--- src/rtl/spi_pkg.sv ---
// Shared types and constants for the SPI slave controller.
// Frame length default, bit counter width and FSM state encoding.
package spi_pkg;

   localparam int FRAME_BITS = 12;
   localparam int CNT_W      = 4;

   typedef enum logic [1:0] {
      IDLE  = 2'd0,
      LOAD  = 2'd1,
      SHIFT = 2'd2,
      DONE  = 2'd3
   } spi_state_e;

endpackage

--- src/rtl/sync_edge_det.sv ---
// Two-flop synchronizer for one asynchronous input, with rise/fall detection
// taken from the second stage against a third registered copy.
module sync_edge_det
   import spi_pkg::*;
#(
   parameter logic RST_VAL = 1'b0
) (
   input  logic clk,
   input  logic n_rst,
   input  logic d_i,
   output logic rise_o,
   output logic fall_o
);

   logic s1_q;
   logic s2_q;
   logic s3_q;

   always_ff @(posedge clk or negedge n_rst) begin
      if (!n_rst) begin
         s1_q <= RST_VAL;
         s2_q <= RST_VAL;
         s3_q <= RST_VAL;
      end else begin
         s1_q <= d_i;
         s2_q <= s1_q;
         s3_q <= s2_q;
      end
   end

   assign rise_o = s2_q & ~s3_q;
   assign fall_o = ~s2_q & s3_q;

endmodule

--- src/rtl/spi_slave_ctrl.sv ---
// SPI mode-0 slave frame controller: receives MSB-first MOSI words and
// generates load/pulse strobes for a downstream parallel-to-serial register.
module spi_slave_ctrl
   import spi_pkg::*;
#(
   parameter int NUM_BITS = FRAME_BITS
) (
   input  logic                clk,
   input  logic                n_rst,
   input  logic                sck,
   input  logic                ss_n,
   input  logic                mosi,
   output logic                load,
   output logic                pulse,
   output logic [NUM_BITS-1:0] rx_data,
   output logic                rx_valid,
   output logic                frame_err,
   output logic                busy
);

   localparam int CW = (CNT_W > $clog2(NUM_BITS + 2)) ? CNT_W : $clog2(NUM_BITS + 2);
   localparam logic [CW-1:0] CNT_FULL = CW'(NUM_BITS);
   localparam logic [CW-1:0] CNT_SAT  = CW'(NUM_BITS + 1);
   localparam logic [CW-1:0] CNT_LAST = CW'(NUM_BITS - 1);

   logic sck_rise, sck_fall;
   logic ss_rise, ss_fall;
   logic mosi_s1_q, mosi_s2_q;

   spi_state_e          state_q;
   logic [CW-1:0]       bit_cnt_q;
   logic [NUM_BITS-1:0] rx_sr_q;
   logic [NUM_BITS-1:0] rx_data_q;
   logic                load_q, pulse_q, rx_valid_q, frame_err_q, busy_q;

   sync_edge_det #(.RST_VAL(1'b0)) u_sck_sync (
      .clk    (clk),
      .n_rst  (n_rst),
      .d_i    (sck),
      .rise_o (sck_rise),
      .fall_o (sck_fall)
   );

   sync_edge_det #(.RST_VAL(1'b1)) u_ss_sync (
      .clk    (clk),
      .n_rst  (n_rst),
      .d_i    (ss_n),
      .rise_o (ss_rise),
      .fall_o (ss_fall)
   );

   // MOSI shares the sck synchronizer depth, so at a detected sck rise the
   // second stage holds the bit the master set up before that edge.
   always_ff @(posedge clk or negedge n_rst) begin
      if (!n_rst) begin
         mosi_s1_q <= 1'b0;
         mosi_s2_q <= 1'b0;
      end else begin
         mosi_s1_q <= mosi;
         mosi_s2_q <= mosi_s1_q;
      end
   end

   always_ff @(posedge clk or negedge n_rst) begin
      if (!n_rst) begin
         state_q     <= IDLE;
         bit_cnt_q   <= '0;
         rx_sr_q     <= '0;
         rx_data_q   <= '0;
         load_q      <= 1'b0;
         pulse_q     <= 1'b0;
         rx_valid_q  <= 1'b0;
         frame_err_q <= 1'b0;
         busy_q      <= 1'b0;
      end else begin
         load_q      <= 1'b0;
         pulse_q     <= 1'b0;
         rx_valid_q  <= 1'b0;
         frame_err_q <= 1'b0;
         case (state_q)
            IDLE: begin
               if (ss_fall) begin
                  state_q <= LOAD;
                  busy_q  <= 1'b1;
               end
            end
            LOAD: begin
               load_q    <= 1'b1;
               bit_cnt_q <= '0;
               rx_sr_q   <= '0;
               state_q   <= SHIFT;
            end
            SHIFT: begin
               // End of frame wins over any sck edge seen in the same cycle.
               if (ss_rise) begin
                  if (bit_cnt_q == CNT_FULL) begin
                     state_q <= DONE;
                  end else begin
                     frame_err_q <= 1'b1;
                     state_q     <= IDLE;
                     busy_q      <= 1'b0;
                  end
               end else if (sck_rise) begin
                  rx_sr_q <= {rx_sr_q[NUM_BITS-2:0], mosi_s2_q};
                  if (bit_cnt_q != CNT_SAT) begin
                     bit_cnt_q <= bit_cnt_q + CW'(1);
                  end
               end else if (sck_fall && (bit_cnt_q != '0) && (bit_cnt_q <= CNT_LAST)) begin
                  pulse_q <= 1'b1;
               end
            end
            DONE: begin
               rx_data_q  <= rx_sr_q;
               rx_valid_q <= 1'b1;
               if (ss_fall) begin
                  state_q <= LOAD;
               end else begin
                  state_q <= IDLE;
                  busy_q  <= 1'b0;
               end
            end
            default: begin
               state_q <= IDLE;
               busy_q  <= 1'b0;
            end
         endcase
      end
   end

   assign load      = load_q;
   assign pulse     = pulse_q;
   assign rx_data   = rx_data_q;
   assign rx_valid  = rx_valid_q;
   assign frame_err = frame_err_q;
   assign busy      = busy_q;

endmodule

--- config.mk ---
export PLATFORM = sky130hd
export DESIGN_NAME = spi_slave_ctrl
export DESIGN_NICKNAME = d
export VERILOG_FILES = /design/src/rtl/spi_pkg.sv /design/src/rtl/sync_edge_det.sv /design/src/rtl/spi_slave_ctrl.sv
export SDC_FILE = /design/constraint.sdc
export NUM_CORES = 1
export LEC_CHECK = 0
export ABC_AREA = 1
export BUFFER_PORTS_ARGS = -buffer_cell sky130_fd_sc_hd__buf_2
export CAP_MARGIN = 20
export CORE_MARGIN = 2
export CORE_UTILIZATION = 56
export CTS_CLUSTER_DIAMETER = 30
export DETAILED_ROUTE_END_ITERATION = 10
export PLACE_DENSITY_LB_ADDON = 0.05
export SYNTH_ARGS = -nofsm -noshare
export SYNTH_HDL_FRONTEND = slang
export SYNTH_SLANG_ARGS = --single-unit
export TNS_END_PERCENT = 1
--- constraint.sdc ---
create_clock -name clk -period 1.55 [get_ports clk]
set_input_delay 0.0775 -clock clk [delete_from_list [all_inputs] [get_ports clk]]
set_output_delay 0.0775 -clock clk [all_outputs]
set_load 0.02 [all_outputs]
==> reports/results.txt <==
Status -> finished clean
Die area -> 0.00361 mm²
Worst min path class -> in -> async
Core Footprint -> 0.00303 mm²
Post-CTS Setup Repair Bufs -> 0
Clock Sinks -> 43
Rows -> 20
Final Slew Violations -> 0
Yosys cell types -> 24
Area delta synth->final -> 15.1%
Synthesized area -> 0.00176 mm²
Reg power frac -> 47.1%
Buf+Inv Stages, Crit Path -> 2
Drt via density -> 4.91
Avg Cell Area, Syn -> 9.84 µm²
Worst Path Arrival -> 1.67 ns
Max-Cap Viols -> 0
Post-route setup slack -> 0.122 ns
Synth top area share -> 56.8%
Cells after DPL -> 242
Final WL -> 2830 µm
Tightest Pin Transition -> 0.472 ns
CP Max Fanout -> 8
Peak VDD IR -> 0.000892 V
Crit-path leading delay family -> flip-flops
Gp weighted congestion -> 0.751
Crit share post-route -> 92.1%
#FFs+latches synth -> 43
GRT overflow -> 0
Sw frac -> 38.6%
Routed length per placed instance -> 11.1 µm
Initial core utilization -> 58.2%
Clock period minus worst slack -> 1.43 ns
Commonest cells post-synth -> dfrtp_1, nand2_1, inv_1
Buffers on Ports -> 21
Hold Fails Final Rpt -> 0
Count leader, synth -> dfrtp_1
IO Pins -> 22
CTS tree -> yes
Sequential cell area fraction in the yosys report -> 61.3%
Die height -> 60.1 µm
Async SR Flop Fraction -> 100%
Critical path, cell by cell -> inv_1 > ha_2 > inv_2 > o21ai_1 > nand2_1 > nand2_1 > nand2_1
Share of power burned in combinational logic -> 36.8%
DR iter-0 viols -> 80
Achievable frequency -> 700 MHz
Syn_nets -> 191
Top_reg_cell synth -> dfrtp_1
Clock Power Share -> 16.1%
Hold WS -> 0.204 ns
Post-Syn Instances -> 179
First-pass GRT wire length -> 4890 µm
Crit start category -> flop
Clk_skew -> 0.0108 ns
Largest net degree at the start of global routing -> 24
Max incr delay on CP -> 0.46 ns
Internal power -> 1.94 mW
Unrepaired setup endpoints after global routing -> no
Clock Latency Late Sink -> 0.35 ns
PwrDens -> 1560 mW/mm²
Post-route ant nets -> 0
Vias in the first global route -> 1158
EDFF count, synth -> 0
Worst EP required -> 1.80 ns
# DRC -> 0
Ant diodes -> 0
Share of layout cells above drive strength 1 -> 21.4%
Crit path top cell by count -> nand2_1
Switching power -> 1.22 mW
Clk buf depth -> 2
Worst-path clk slew -> 0.11 ns
Setup TNS -> 0 ns
CP endpoint kind -> flop
Critical path's slowest cell -> dfrtp_2
Final setup fails -> 0
DR vias -> 1248
Net total in the final layout -> 221
Ranking of synthesized cells by area -> dfrtp_1, nand2_1, ha_1
Pre-CTS setup slack -> 0.0927 ns
Synth area leader -> dfrtp_1
DR pass1 iterations -> 4
Initial antenna violation count -> 0
Die X-Extent -> 60.1 µm
Gr usage total -> 18.8%
Static leakage -> 1.02 nW
Slew headroom -> 68.5%
Hpwl dp -> 2050 µm
Worst Setup Path Type -> reg -> reg
Fin cells -> 254
CTS Root Cell -> clkbuf_4
H-tree Lvls -> 2
Synth warn -> 0
Cts bufs inserted -> 5
## power groups by stage
stage / Sequential (mW) / Clock (mW) / Combinational (mW)
2_1_floorplan: 1.71 / 0 / 0.634
3_3_place_gp: 1.49 / 0 / 1.13
3_5_place_dp: 1.51 / 0 / 1.16
4_1_cts: 1.49 / 0.528 / 1.17
5_1_grt: 1.52 / 0.572 / 1.32
6_report: 1.49 / 0.507 / 1.16
## kinds of logic (layout without fill, tap and decap cells)
kind of cell | after synthesis | in the layout | synth area share [%]
DFF | 43 | 43 | 61.3
AOI/OAI and AO/OA | 26 | 26 | 7.53
adders and majority gates | 7 | 7 | 4.97
buffers and inverters | 29 | 60 | 6.82
xor gates and xnor gates | 2 | 2 | 0.994
muxes | 2 | 2 | 1.28
and+or+nand+nor | 70 | 70 | 17.1
## worst reg2reg max path, delay by kind of cell, from the launching register on
family                     cells  cell delay [ns]
AOI/OAI and AO/OA              1             0.17
adders and majority gates      1             0.24
buffers and inverters          2             0.20
DFF                            1             0.46
and+or+nand+nor                3             0.27
## metal layers
layer	vias up	global-route usage, %	routed length (µm)
li1	620	-	-
met1	592	24.4	1330
met4	0	11.1	63
met3	8	4.55	100
met2	28	28.6	1330
met5	-	0	0
## cell usage in the layout (no fill, tap or decap), drive strengths merged
cell / count
a211oi: 1
a21oi: 11
and2: 1
buf: 24
clkbuf: 7
clkinv: 1
dfrtp: 40
dfstp: 3
dlygate4sd3: 4
ha: 7
inv: 24
mux2: 2
nand2: 42
nand3: 8
nor2: 18
nor3b: 1
o21ai: 14
xnor2: 1
xor2: 1
## per-stage QoR
step / power, mW / utilization (%) / cell area, µm²
global route: 3.41 / 67.0 / 2030
floorplan: 2.35 / - / 1760
CTS: 3.18 / 66.6 / 2020
detailed placement: 2.67 / 63.6 / 1930
global placement: 2.62 / 63.6 / 1930
finish: 3.16 / 67.0 / 2030
## repair_timing
item,4_1_cts,5_1_grt
hold buffers,4,0
setup endpoints to repair,0,17
gates resized for setup,0,3
endpoints found under the hold margin,20,0
## worst paths after layout
check,startpoint,to,slack (ns),cells after the start
setup / recovery,state_q[0],bit_cnt_q[1],0.12,7
hold reg to reg,u_ss_sync.s1_q,u_ss_sync.s2_q,0.36,0
max in group asynchronous,n_rst,state_q[0],0.87,3
min in group clk,u_ss_sync.s1_q,u_ss_sync.s2_q,0.36,0
hold / removal,n_rst,pulse,0.20,2
setup reg to reg,state_q[0],bit_cnt_q[1],0.12,7
## sequential cells by signal (all words and copies together) (netlist names), 2 cells and up
| signal | flops |
|---|---|
| rx_data | 12 |
| state_q | 2 |
| rx_sr_q | 12 |
| bit_cnt_q | 4 |
## cell type report
type / count / area, µm²
Inverter: 24 / 90.1
Sequential cell: 43 / 1080
Tap cell: 44 / 55.1
Timing Repair Buffer: 28 / 180
Clock buffer: 7 / 45.0
Multi-Input combinational cell: 107 / 572
Clock inverter: 1 / 5.00
Fill cell: 238 / 1000
Note: power is estimated with default switching activity, not from simulation.
